[src/rtl/clock_set_ctrl.sv]
// MM:SS BCD clock with RUN / SET_MIN / SET_SEC modes and button-driven field editing.
// The field being edited blinks through digit_en; every output comes straight from a flop.
module clock_set_ctrl #(
    parameter int BLINK_CYCLES = 25_000_000
) (
    input  logic       clk,
    input  logic       reset,
    input  logic       tick,
    input  logic       btn_mode,
    input  logic       btn_inc,
    input  logic       btn_clr,
    output logic [3:0] secslo,
    output logic [3:0] secshi,
    output logic [3:0] minslo,
    output logic [3:0] minshi,
    output logic [3:0] digit_en,
    output logic [1:0] mode
);

    // state | meaning
    // RUN     | time advances on tick, buttons other than mode ignored
    // SET_MIN | time frozen, inc/clr act on minutes, minutes blink
    // SET_SEC | time frozen, inc/clr act on seconds, seconds blink
    typedef enum logic [1:0] {
        RUN     = 2'b00,
        SET_MIN = 2'b01,
        SET_SEC = 2'b10
    } state_t;

    localparam int CW = (BLINK_CYCLES > 2) ? $clog2(BLINK_CYCLES) : 1;
    localparam logic [CW-1:0] CNT_LAST = CW'(BLINK_CYCLES - 1);

    state_t        state, state_next;
    logic [7:0]    sec, sec_next, min, min_next;
    logic [CW-1:0] blink_cnt, cnt_next;
    logic          blink_phase, phase_next;
    logic [3:0]    en_next;
    logic          restart;

    // Saturating digit checks keep any field inside 00..59.
    function automatic logic [7:0] inc60(input logic [7:0] v);
        logic [3:0] hi;
        logic [3:0] lo;
        hi = v[7:4];
        lo = v[3:0];
        if (lo >= 4'd9) begin
            lo = 4'd0;
            hi = (hi >= 4'd5) ? 4'd0 : hi + 4'd1;
        end else begin
            lo = lo + 4'd1;
        end
        return {hi, lo};
    endfunction

    always_comb begin
        state_next = state;
        sec_next   = sec;
        min_next   = min;
        restart    = 1'b0;
        case (state)
            RUN: begin
                if (tick) begin
                    sec_next = inc60(sec);
                    if (sec == 8'h59) min_next = inc60(min);
                end
                if (btn_mode) begin
                    state_next = SET_MIN;
                    restart    = 1'b1;
                end
            end
            SET_MIN: begin
                if (btn_mode) begin
                    state_next = SET_SEC;
                    restart    = 1'b1;
                end else if (btn_clr) begin
                    min_next = 8'h00;
                    restart  = 1'b1;
                end else if (btn_inc) begin
                    min_next = inc60(min);
                    restart  = 1'b1;
                end
            end
            SET_SEC: begin
                if (btn_mode) begin
                    state_next = RUN;
                    restart    = 1'b1;
                end else if (btn_clr) begin
                    sec_next = 8'h00;
                    restart  = 1'b1;
                end else if (btn_inc) begin
                    sec_next = inc60(sec);
                    restart  = 1'b1;
                end
            end
            default: begin
                state_next = RUN;
                restart    = 1'b1;
            end
        endcase

        cnt_next   = '0;
        phase_next = 1'b1;
        if (!restart && (state == SET_MIN || state == SET_SEC)) begin
            if (blink_cnt == CNT_LAST) begin
                phase_next = ~blink_phase;
            end else begin
                cnt_next   = blink_cnt + CW'(1);
                phase_next = blink_phase;
            end
        end

        // Lit flags follow the post-edge state so digit_en stays aligned with mode.
        case (state_next)
            SET_MIN: en_next = {phase_next, phase_next, 2'b11};
            SET_SEC: en_next = {2'b11, phase_next, phase_next};
            default: en_next = 4'b1111;
        endcase
    end

    always_ff @(posedge clk) begin
        if (reset) begin
            state       <= RUN;
            sec         <= 8'h00;
            min         <= 8'h00;
            blink_cnt   <= '0;
            blink_phase <= 1'b1;
            digit_en    <= 4'b1111;
        end else begin
            state       <= state_next;
            sec         <= sec_next;
            min         <= min_next;
            blink_cnt   <= cnt_next;
            blink_phase <= phase_next;
            digit_en    <= en_next;
        end
    end

    assign secslo = sec[3:0];
    assign secshi = sec[7:4];
    assign minslo = min[3:0];
    assign minshi = min[7:4];
    assign mode   = state;

endmodule

[config.mk]
export PLATFORM = sky130hd
export DESIGN_NAME = clock_set_ctrl
export DESIGN_NICKNAME = d
export VERILOG_FILES = /design/src/rtl/clock_set_ctrl.sv
export SDC_FILE = /design/constraint.sdc
export NUM_CORES = 1
export LEC_CHECK = 0
export BUFFER_PORTS_ARGS = -buffer_cell sky130_fd_sc_hd__buf_4
export CAP_MARGIN = 30
export CORE_MARGIN = 3
export CORE_UTILIZATION = 35
export DETAILED_ROUTE_END_ITERATION = 12
export PLACE_DENSITY = 0.6
export SLEW_MARGIN = 20
export SYNTH_ARGS = -nofsm -noshare
export SYNTH_HDL_FRONTEND = slang
export SYNTH_SLANG_ARGS = --single-unit
[constraint.sdc]
create_clock -name clk -period 2.5 [get_ports clk]
set_input_delay 0.375 -clock clk [delete_from_list [all_inputs] [get_ports clk]]
set_output_delay 0.375 -clock clk [all_outputs]
set_load 0.005 [all_outputs]
# Word-level counts from Yosys, hierarchy flattened
# Index checks and enable logic that the tools add are counted.
[word_totals] output_inout_bits=22 input_bits=6 ff_bits=48 elab_cells=68
[op_classes] n_lt_le_gt_ge=4 n_mux=29 eq_ne=12 n_addsub=5 reduce_logical=10 bitwise_logic=2
[op_table] operator="$mux W8" count=9
[op_table] operator="$pmux W8 S2" count=2
[op_table] operator="$add A25 B1 Y25 const B" count=1
[op_table] operator="$eq A25 B25 Y1 const B" count=1
[op_table] operator="$mux W4" count=6
[op_table] operator="$add A4 B1 Y4 const B" count=4
[op_table] operator="$eq A8 B7 Y1 const B" count=1
[op_table] operator="$ge A4 B3 Y1 const B" count=2
[op_table] operator="$ge A4 B4 Y1 const B" count=2
[op_table] operator="$ne A2 B2 Y1 const B" count=4
[op_table] operator="$pmux W4 S2" count=1
[op_table] operator="$mux W1" count=6
[op_table] operator="$mux W2" count=3
[op_table] operator="$ne A3 B3 Y1 const B" count=2
[op_table] operator="$pmux W2 S3" count=1
[op_table] operator="$reduce_and A5 Y1" count=1
[op_table] operator="$eq A2 B1 Y1 const B" count=2
[op_table] operator="$eq A2 B2 Y1 const B" count=2
[op_table] operator="$reduce_and A4 Y1" count=1
[op_table] operator="$reduce_bool A2 Y1" count=2
[op_table] operator="$reduce_or A3 Y1" count=1
[op_table] operator="$logic_not A2 Y1" count=1
[op_table] operator="$not A1 Y1" count=2
[op_table] operator="$pmux W1 S2" count=1
[op_table] operator="4 further kinds" count=4

# Logic depth before layout (Yosys ltp)
# Gate-level depths: netlist of run 1.
[depth] ltp_word=8 ltp_mapped=9 mapped_depth_nobuf=9

# Least setup slack after synthesis of run 1
# OpenSTA, ideal clock, no wires.
[synth_path] path_type="register to register" from="register state[0], in the netlist mode[0]" to="register digit_en[1]" arrival_time_ns=1.736 setup_time_ns=0.122 path_stages_with_launch=10 slack_ns=0.642 path_buffers=0 path_cell_list="dfxtp_1 > inv_1 > ha_1 > nor2_1 > nor2_1 > o21ai_0 > inv_1 > ha_1 > nor3_1 > o21ai_1"
[synth_via] elab_cells_between_ends=16 cone_classes="4 x eq/ne; 7 x mux; 5 x reduce/logical"
[synth_rtl] element="from (decl)" line="33" source="state_t state, state_next;"
[synth_rtl] element="from (signal assigned)" line="129" source="state <= state_next;"
[synth_rtl] element="$eq A2 B2 Y1, or another cell as far along" line="60" source="case (state)"
[synth_rtl] element="$pmux W2 S3 *" line="60"
[synth_rtl] element="named net state_next[1]" line="33"
[synth_rtl] element="$eq A2 B2 Y1 / $eq A2 B1 Y1 (equally long branches)" line="113" source="case (state_next)"
[synth_rtl] element="$pmux W4 S2 *" line="113"
[synth_rtl] element="to (signal assigned)" line="134" source="digit_en <= en_next;"
[synth_rtl] element="to (decl)" line="16" source="output logic [3:0] digit_en,"
# Mark *: on every way through the listed nets, which the timed path passes. The rest lies on a longest branch.
# A chain may end at the register's enable or synchronous reset.

# Worst setup path after layout of run 1
[layout_path] from="register state[1], in the netlist mode[1]" to="register min[6]"
[layout_via] elab_chain_cells=3 elab_cells_between_ends=9 cone_classes="5 x eq/ne; 1 x mux; 3 x reduce/logical"
[layout_lines] element="$eq A2 B1 Y1 / $logic_not A2 Y1 (equally long branches)" line="60"
[layout_lines] element="$ne A3 B3 Y1 (no source line), or another cell as far along"
[layout_lines] element="$reduce_and A5 Y1 (no source line)"
[layout_lines] element="to (signal assigned)" line="131" source="min <= min_next;"
[layout_lines] element="to (decl)" line="34" source="logic [7:0] sec, sec_next, min, min_next;"
# Parallel ways exist; a longest one is shown, timed or not.

==> results of run 1 <==
-- cells by family (layout without fill, tap and decap cells) --
logic type               count (synthesis)  in the layout  share of synthesized area [%]
flip-flops                              46             46                           37.4
AO/OA/AOI/OAI                           31             31                           10.5
buffers and inverters                   27             57                           4.53
multiplexers                             1              1                          0.407
adder cells (fa/ha/maj)                 20             20                           10.2
AND/OR/NAND/NOR                        134            134                           27.0
XOR/XNOR                                28             28                           9.97
-- per-stage QoR --
stage          setup slack, ns  hold WS (ns)
6_report                 0.460         0.406
5_1_grt                  0.236         0.407
4_1_cts                  0.437         0.397
3_5_place_dp             0.480         0.457
3_3_place_gp             0.506         0.442
2_1_floorplan            0.642         0.430
-- cells in the mapped netlist (5+ instances only) --
cell and instances:
nand3_1 14, nand4_1 10, a21oi_1 8, dfxtp_1 46
xor2_1 17, inv_1 21, nor3_1 10, nand2b_1 5
nand2_1 17, nor2_1 56, o21ai_1 5, xnor2_1 11
and3_1 5, ha_1 20
-- metal layers --
metal  global-route usage, %  up-vias
li1                        -     1025
met2                    20.5       28
met1                    16.3      891
met5                       0        -
met4                    4.21        0
met3                    3.26        4
-- sequential cells by signal, indices dropped and copies added, names as in the netlist --
name         flops
digit_en         2
blink_cnt       25
mode             2
sec              8
min              8
blink_phase      1
-- cell type report --
type,instances,area share [%]
multi-input combinational,214,49.6
clock inverter,2,1.30
timing repair buffer,28,7.74
clock buffer,6,2.52
tap,93,4.05
inverter,21,2.74
sequential,46,32.0
-- how the worst min path moves through the flow --
stage | from | end | slack (ns)
after global placement | blink_cnt[0] | blink_cnt[0] | 0.44
after floorplan | blink_cnt[0] | blink_cnt[0] | 0.43
final | reset | sec[4] | 0.41
after CTS | reset | min[1] | 0.40
after detailed placement | blink_cnt[0] | blink_cnt[0] | 0.46
after global routing | reset | sec[4] | 0.41
-- power groups by stage --
stage	Clock [W]	Sequential (W)	Combinational, W
floorplan	0	0.000788	0.000152
global placement	0	0.000792	0.000217
detailed placement	0	0.000792	0.000220
CTS	0.000573	0.000775	0.000220
global route	0.000605	0.000778	0.000248
finish	0.000553	0.000774	0.000217
==> run metrics, run 1 <==
Initial DRC Count=53; Worst Setup EP=min[6]; post-synth top area cell=dfxtp_1; asr flop ratio synth=0%; crit-path cells=inv_1 > ha_1 > a221o_1 > nand4b_2 > or3b_1 > a21oi_1; vias=1,948; minimum clock period=2.04 ns; Worst R2R End=min[6]; Placed Area=2770 um^2; r2r startpoint=mode[1]; die area=just over 8000 um^2; Seq. cell area=921 um^2; clk sinks=46; Crit path max-delay family=simple AND/OR/NAND/NOR gates; I/O Pins=28; Final Instance Area=about 2900 um^2; DRC viols=0; most area-consuming cells after synthesis=dfxtp_1 (37%), ha_1 (10%), nor2_1 (8.5%), xor2_1 (6.1%), xnor2_1 (3.9%); most frequent cells in the layout=nor2_1 (56), dfxtp_1 (46), buf_4 (27), inv_1 (21), ha_1 (20); Switching Share=25.6%; Syn Area/Cell=8.57 um^2; detailed-route wire length per cell=11.7 um; startpoint types=register; Worst Hold Depth=2; crit path DAT=around 2.3 ns; fraction of layout cells with a size suffix above 1=14.2%; Resized cells post-CTS=0; Final ANT Viol Nets=0; total gr overflow=0; # diodes=0; Crit Path Class=reg -> reg; maxcap violations=0; Mapped Area=2460 um^2; Worst slew margin=65.1%; M1 wire length=2.38 mm; EDFF count, synth=0; RSZ-0062 raised after global routing=no; crit-path max FO=5; Clock power frac=between 30% and 40%; initial core utilization=between 30% and 40%; crit path buf inv count=1; most common cell after layout, fill and taps aside=nor2_1; GP Congestion=0.821; share of power burned in registers=50.1%; # H-tree levels=2; period utilisation layout=81.6%; Critical Path RT=2.73 ns; Worst path depth=6; count of cell types in the netlist=between 40 and 50; Fmax=approximately 490 MHz; global-route wire length before repair=8.65 mm; Comb power frac=14.1%; yosys warns=0; Peak VDD IR=0.309 mV; Post-CTS Hold Fix Bufs=0; CTS Buffer Depth=2; drt pass-1 iters=4; Main synth FF type=dfxtp_1; CTS Root Cell=clkbuf_8; max layer used=met4; Final Power=0.00154 W; final setup vio count=0; CP Capture Type=register; worst hold-check path type=in -> reg; Die Y=approximately 90 um; pwr dens=537 nW/um^2; P_leak=between 1 and 1.5 nW; FF+latch count, synth=46; CP peak stage delay=just over 0.4 ns; clock-pin slew on the worst setup and hold paths=0.08 ns; Placed Cells=around 400; number of cell rows=29; FILL cells=656; Gate Count Post-Synth=287; met2 wire length=roughly 2.2 mm; CTS tree=done; number of port buffers=27; internal power=between 0.001 and 0.0015 W; setup_tns=0 ns; area delta synth->final=16.9%; met3 WL=190 um; Final Skew=0.00563 ns; clk_lat worst skew=0.30 ns; final hold vios=0; Post-Syn Nets=313; setup bufs post-CTS=0; HPWL Detailed=3.60 mm; CTS Buf Count=5; GRT Overall Usage=12.6%; Psw=about 0.00039 W; vias in the first global route=between 1,500 and 2,000; Nets=342; R2R cell count=6; area of the multi-input gates=1430 um^2; post-synthesis sequential area ratio=37.4%; status=complete, no violations; final wirelength=around 4.8 mm; core area=6570 um^2; fin. max-slew vios=0; share of the synthesized area in the top cell type=37.4%; reg2reg setup slack=0.46 ns; chip width=89.8 um; vias per cell=4.75; slowest CP cell=dfxtp_1; pin count of the biggest net entering global routing=22; final std cells w/o fill=410; initial antenna violation count=0; Least-Margin Pin Slew=approximately 0.52 ns; CP Launch Point=mode[1]; final core area utilization=43.8%
(Power assumes the default switching activity.)
==> run 2, diff against run 1 <==
--- a/config.mk
+++ b/config.mk
@@ -10,7 +10,7 @@
 export CORE_MARGIN = 3
 export CORE_UTILIZATION = 35
 export DETAILED_ROUTE_END_ITERATION = 12
-export PLACE_DENSITY = 0.6
+export PLACE_DENSITY = 0.62
 export SLEW_MARGIN = 20
 export SYNTH_ARGS = -nofsm -noshare
 export SYNTH_HDL_FRONTEND = slang
==> constraint.sdc (replaced) <==
create_clock -name clk -period 1.7 [get_ports clk]
set_input_delay 0.255 -clock clk [delete_from_list [all_inputs] [get_ports clk]]
set_output_delay 0.255 -clock clk [all_outputs]
set_load 0.005 [all_outputs]
==> run 2 against run 1 <==
  * The flow now finishes with violations (setup timing)
  * Largest power group unchanged
  * Fmax increased by 19%
  * Final area grew 18%
  * Global-route usage increased by 0.53 points
  * Clock-buffer cell count fell by 1
  * Sequential share of layout area down 4.2 points
==> run metrics, run 2 (synthesis gave the netlist of run 1 again) <==
Final Skew=between 0.009 and 0.01 ns; Placed Area=3070 um^2; minimum clock period=roughly 1.7 ns; setup_tns=-0.0222 ns; Worst R2R End=min[6]; failing checks=setup timing; fraction of layout cells with a size suffix above 1=35.1%; number of cell rows=29; Crit Path Class=reg -> reg; HPWL Detailed=3.91 mm; pin count of the biggest net entering global routing=22; status=finished, violations left; Critical Path RT=1.94 ns; I/O Pins=28; final wirelength=5.48 mm; Final Power=0.00229 W; clk sinks=46; maxcap violations=0; Fmax=584 MHz; R2R cell count=7; GP Congestion=0.794; clock-pin slew on the worst setup and hold paths=0.09 ns; initial core utilization=37.5%; biggest regs=blink_cnt x25, min x8, sec x8; RSZ-0062 raised after global routing=yes; vias=2,156; final setup vio count=2; clk_lat worst skew=0.30 ns; die area=8070 um^2; final setup margin=-0.0120 ns; GRT Overall Usage=13.2%; FILL cells=617; CP peak stage delay=0.36 ns; Final Instance Area=roughly 3400 um^2; vias in the first global route=a little over 2,000; r2r startpoint=min[5]; vias per cell=4.77; Final ANT Viol Nets=0; Worst Hold Depth=2; detailed-route wire length per cell=12.1 um; DP Worst Slack=-0.0879 ns; area delta synth->final=38.0%; startpoint types=register; CTS Root Cell=clkbuf_8; initial antenna violation count=0; total gr overflow=0; DRC viols=0; crit path buf inv count=1; # H-tree levels=2; period utilisation layout=101%; global-route wire length before repair=approximately 9 mm; core area=6570 um^2; Post-CTS Hold Fix Bufs=0; Largest register FFs=25; CTS Buf Count=5; chip width=89.8 um; final core area utilization=roughly half; Worst slew margin=about 70%; crit path DAT=1.95 ns; crit-path max FO=3; Peak VDD IR=0.623 mV; Most flops, register=blink_cnt; fin. max-slew vios=0; CTS Buffer Depth=2; drt pass-1 iters=4; Nets=384; reg2reg setup slack=-0.01 ns; worst hold-check path type=in -> reg; Worst path depth=7; final hold vios=0; number of port buffers=27; Least-Margin Pin Slew=0.424 ns; crit-path cells=inv_2 > ha_4 > nand2b_4 > a221o_1 > nand4b_4 > or3b_1 > a21oi_1; Die Y=89.8 um; CP Capture Type=register; Crit path max-delay family=simple AND/OR/NAND/NOR gates; # diodes=0; Initial DRC Count=75; CTS tree=done; most common cell after layout, fill and taps aside=buf_4; pwr dens=674 nW/um^2; slowest CP cell=or3b_1; most frequent cells in the layout=buf_4 (65), nor2_1 (54), dfxtp_1 (36), nand2_1 (17), xor2_1 (17); P_leak=~1.3 nW; hold wc startpoint=reset; Hold Path End=min[0]
-- run 2: changes by cell type in the layout (fill, tap and decap cells not counted), sizes merged --
cell	delta
bufinv	-1
clkinv	+2
buf	+41
-- run 2: report_power, final --
group	switching, W	total, W	leakage [nW]	internal [W]
Clock	0.000387	0.000677	0.0441	0.000290
Sequential	0.0000229	0.00113	0.377	0.00111
Combinational	0.000235	0.000484	0.924	0.000249
-- run 2: repair_timing --
item                                    in CTS  in global routing
resized for setup                            6                 36
pin swaps                                    1                  7
gates cloned                                 0                  1
endpoints found under the setup margin      13                 43
buffers inserted                             0                  6
-- run 2: per-layer routing --
metal  wire [um]  part of all wire (%)  GRT usage, %  vias up
met5           0                     0             0        -
met1        2650                    48          17.2     1010
met3         206                   3.8          3.59        4
li1            -                     -             -     1111
met2        2580                    47          21.7       31
met4          43                  0.78          3.07        0
-- run 2: worst max-delay path by stage --
stage / from / end / slack [ns]
2_1_floorplan: sec[5] / min[6] / -0.03
3_3_place_gp: sec[5] / min[6] / -0.05
3_5_place_dp: sec[5] / min[6] / -0.09
4_1_cts: mode[1] / min[6] / -0.04
5_1_grt: min[5] / min[6] / -0.13
6_report: min[5] / min[6] / -0.01
-- run 2: final cells by class --
class                   instances  area (um^2)  area share [%]
clock buffers                   5         68.8            2.03
clock inverters                 3         21.3           0.626
inverters                      21         78.8            2.32
multi-input cells             214         1630            47.9
flip-flops and latches         46          943            27.8
well taps                      93          116            3.43
repair buffers                 70          541            15.9
-- run 2: stage by stage --
stage | instances | hold slack (ns)
final | 452 | 0.284
after global routing | 452 | 0.289
after CTS | 445 | 0.271
after detailed placement | 437 | 0.495
after global placement | 437 | 0.493
after floorplan | 287 | 0.391
==> run 3, diff against run 2 <==
--- a/config.mk
+++ b/config.mk
@@ -8,10 +8,10 @@
 export BUFFER_PORTS_ARGS = -buffer_cell sky130_fd_sc_hd__buf_4
 export CAP_MARGIN = 30
 export CORE_MARGIN = 3
-export CORE_UTILIZATION = 35
+export CORE_UTILIZATION = 52
 export DETAILED_ROUTE_END_ITERATION = 12
-export PLACE_DENSITY = 0.62
-export SLEW_MARGIN = 20
+export PLACE_DENSITY = 0.85
+export SLEW_MARGIN = 5
 export SYNTH_ARGS = -nofsm -noshare
 export SYNTH_HDL_FRONTEND = slang
 export SYNTH_SLANG_ARGS = --single-unit
==> run 3 against run 2 <==
  * Clock power down 6.2%
  * Critical endpoint unchanged
  * Largest power group unchanged
  * Combinational power rose by 7.2%
  * Non-clock buffer count fell by 10
  * Die area shrank 31%
  * The flow still finishes with violations (setup timing)
  * Core utilization rose by 21 points
  * First-iteration DRC count increased by 55%
  * Total power barely moved
  * Global-route usage up 7.6 points
  * Cell count decreased by 11%
  * Sequential cell count unchanged
  * Final area is 3.9% lower
==> run metrics, run 3 (synthesis gave the netlist of run 1 again) <==
Initial DRC Count=116; initial core utilization=55.0%; Final Skew=0.0141 ns; minimum clock period=~1.8 ns; CTS Buffer Depth=2; number of cell rows=24; vias in the first global route=2,122; global-route wire length before repair=slightly above 9 mm; fraction of layout cells with a size suffix above 1=34.1%; pin count of the biggest net entering global routing=22; RSZ-0062 raised after global routing=yes; clk_lat worst skew=0.30 ns; final setup vio count=19; startpoint types=register; Critical Path RT=1.93 ns; Final ANT Viol Nets=0; most frequent cells in the layout=buf_4 (57), nor2_1 (53), dfxtp_1 (38), xor2_1 (17), nand2_1 (16); final wirelength=5.84 mm; most common cell after layout, fill and taps aside=buf_4; Worst slew margin=72.7%; HPWL Detailed=roughly 3.9 mm; total gr overflow=0; CP Capture Type=register; Die Y=74.8 um; CTS Buf Count=5; met2 wire length=3.05 mm; final hold vios=0; max layer used=met4; biggest regs=blink_cnt x25, min x8, sec x8; status=finished, violations left; I/O Pins=28; Post-CTS Hold Fix Bufs=0; GRT Overall Usage=20.8%; vias per cell=5.53; die area=5590 um^2; drt pass-1 iters=4; crit path DAT=slightly below 2 ns; worst hold-check path type=in -> reg; setup_tns=-0.361 ns; CTS Root Cell=clkbuf_8; fin. max-slew vios=0; # diodes=0; Largest register FFs=25; Fmax=roughly 570 MHz; DRC viols=0; failing checks=setup timing; clock-pin slew on the worst setup and hold paths=0.08 ns; core area=4470 um^2; area delta synth->final=32.7%; P_leak=around 1.3 nW; detailed-route wire length per cell=14.6 um; final setup margin=-0.0582 ns; met3 WL=233 um; GP Congestion=0.850; Crit Path Class=reg -> reg; # H-tree levels=2; FILL cells=between 200 and 300; CTS tree=done; pwr dens=701 nW/um^2; Final Power=0.00229 W; initial antenna violation count=0; crit-path max FO=3; clk sinks=46; Least-Margin Pin Slew=0.409 ns; M1 wire length=2.36 mm; period utilisation layout=103%; Most flops, register=blink_cnt; Nets=around 370; number of port buffers=27; Peak VDD IR=roughly 0.52 mV; chip width=74.8 um; vias=2,218; maxcap violations=0
==> run 3: power by group <==
part           switching, W  total, W  internal, W
clock              0.000342  0.000635     0.000292
sequential        0.0000276   0.00113      0.00111
combinational      0.000263  0.000519     0.000256
total              0.000633   0.00229      0.00165
==> run 3: per-layer routing <==
metal / global-route usage, % / vias to the layer above
met2: 37.1 / 62
met4: 8.50 / 0
li1: - / 1090
met1: 24.5 / 1045
met5: 0 / -
met3: 3.74 / 21
==> run 3: repair_timing <==
action                     CTS  global route
setup endpoints to repair   16            28
cloned                       0             0
gates resized for setup      7            36
pin swaps                    2             7
buffers inserted             1             4
==> run 3: path summary, 6_finish.rpt <==
path / startpoint / endpoint / slack, ns / depth (start not counted)
hold / removal: reset / mode[0] / 0.29 / 2
setup / recovery: min[5] / min[6] / -0.06 / 7
hold reg to reg: min[4] / min[4] / 0.52 / 2
setup reg to reg: min[5] / min[6] / -0.06 / 7
==> run 3: cell type report <==
cell class / instances / area, um^2 / share of cell area (%)
sequential: 46 / 938 / 28.8
timing repair buffer: 60 / 462 / 14.1
clock buffer: 8 / 80.1 / 2.45
multi-input combinational: 214 / 1640 / 50.2
inverter: 21 / 81.3 / 2.49
tap: 52 / 65.1 / 1.99
==> run 3: critical path: stages, from the launching register on <==
cell      delay, ns
dfxtp_2        0.34
inv_2          0.05
ha_2           0.16
nand2b_4       0.13
a221o_1        0.34
nand4b_4       0.19
or3b_1         0.36
a21oi_1        0.13
==> run 3: stage by stage <==
stage	instances	util (%)	hold WS, ns	setup WS, ns	area [um^2]
after floorplan	287	-	0.391	-0.0319	2510
after global placement	388	66.1	0.481	-0.0645	2960
after detailed placement	388	66.1	0.510	-0.126	2960
after CTS	397	68.5	0.272	-0.0360	3070
after global routing	401	72.9	0.293	-0.144	3260
final	401	72.9	0.291	-0.0582	3260
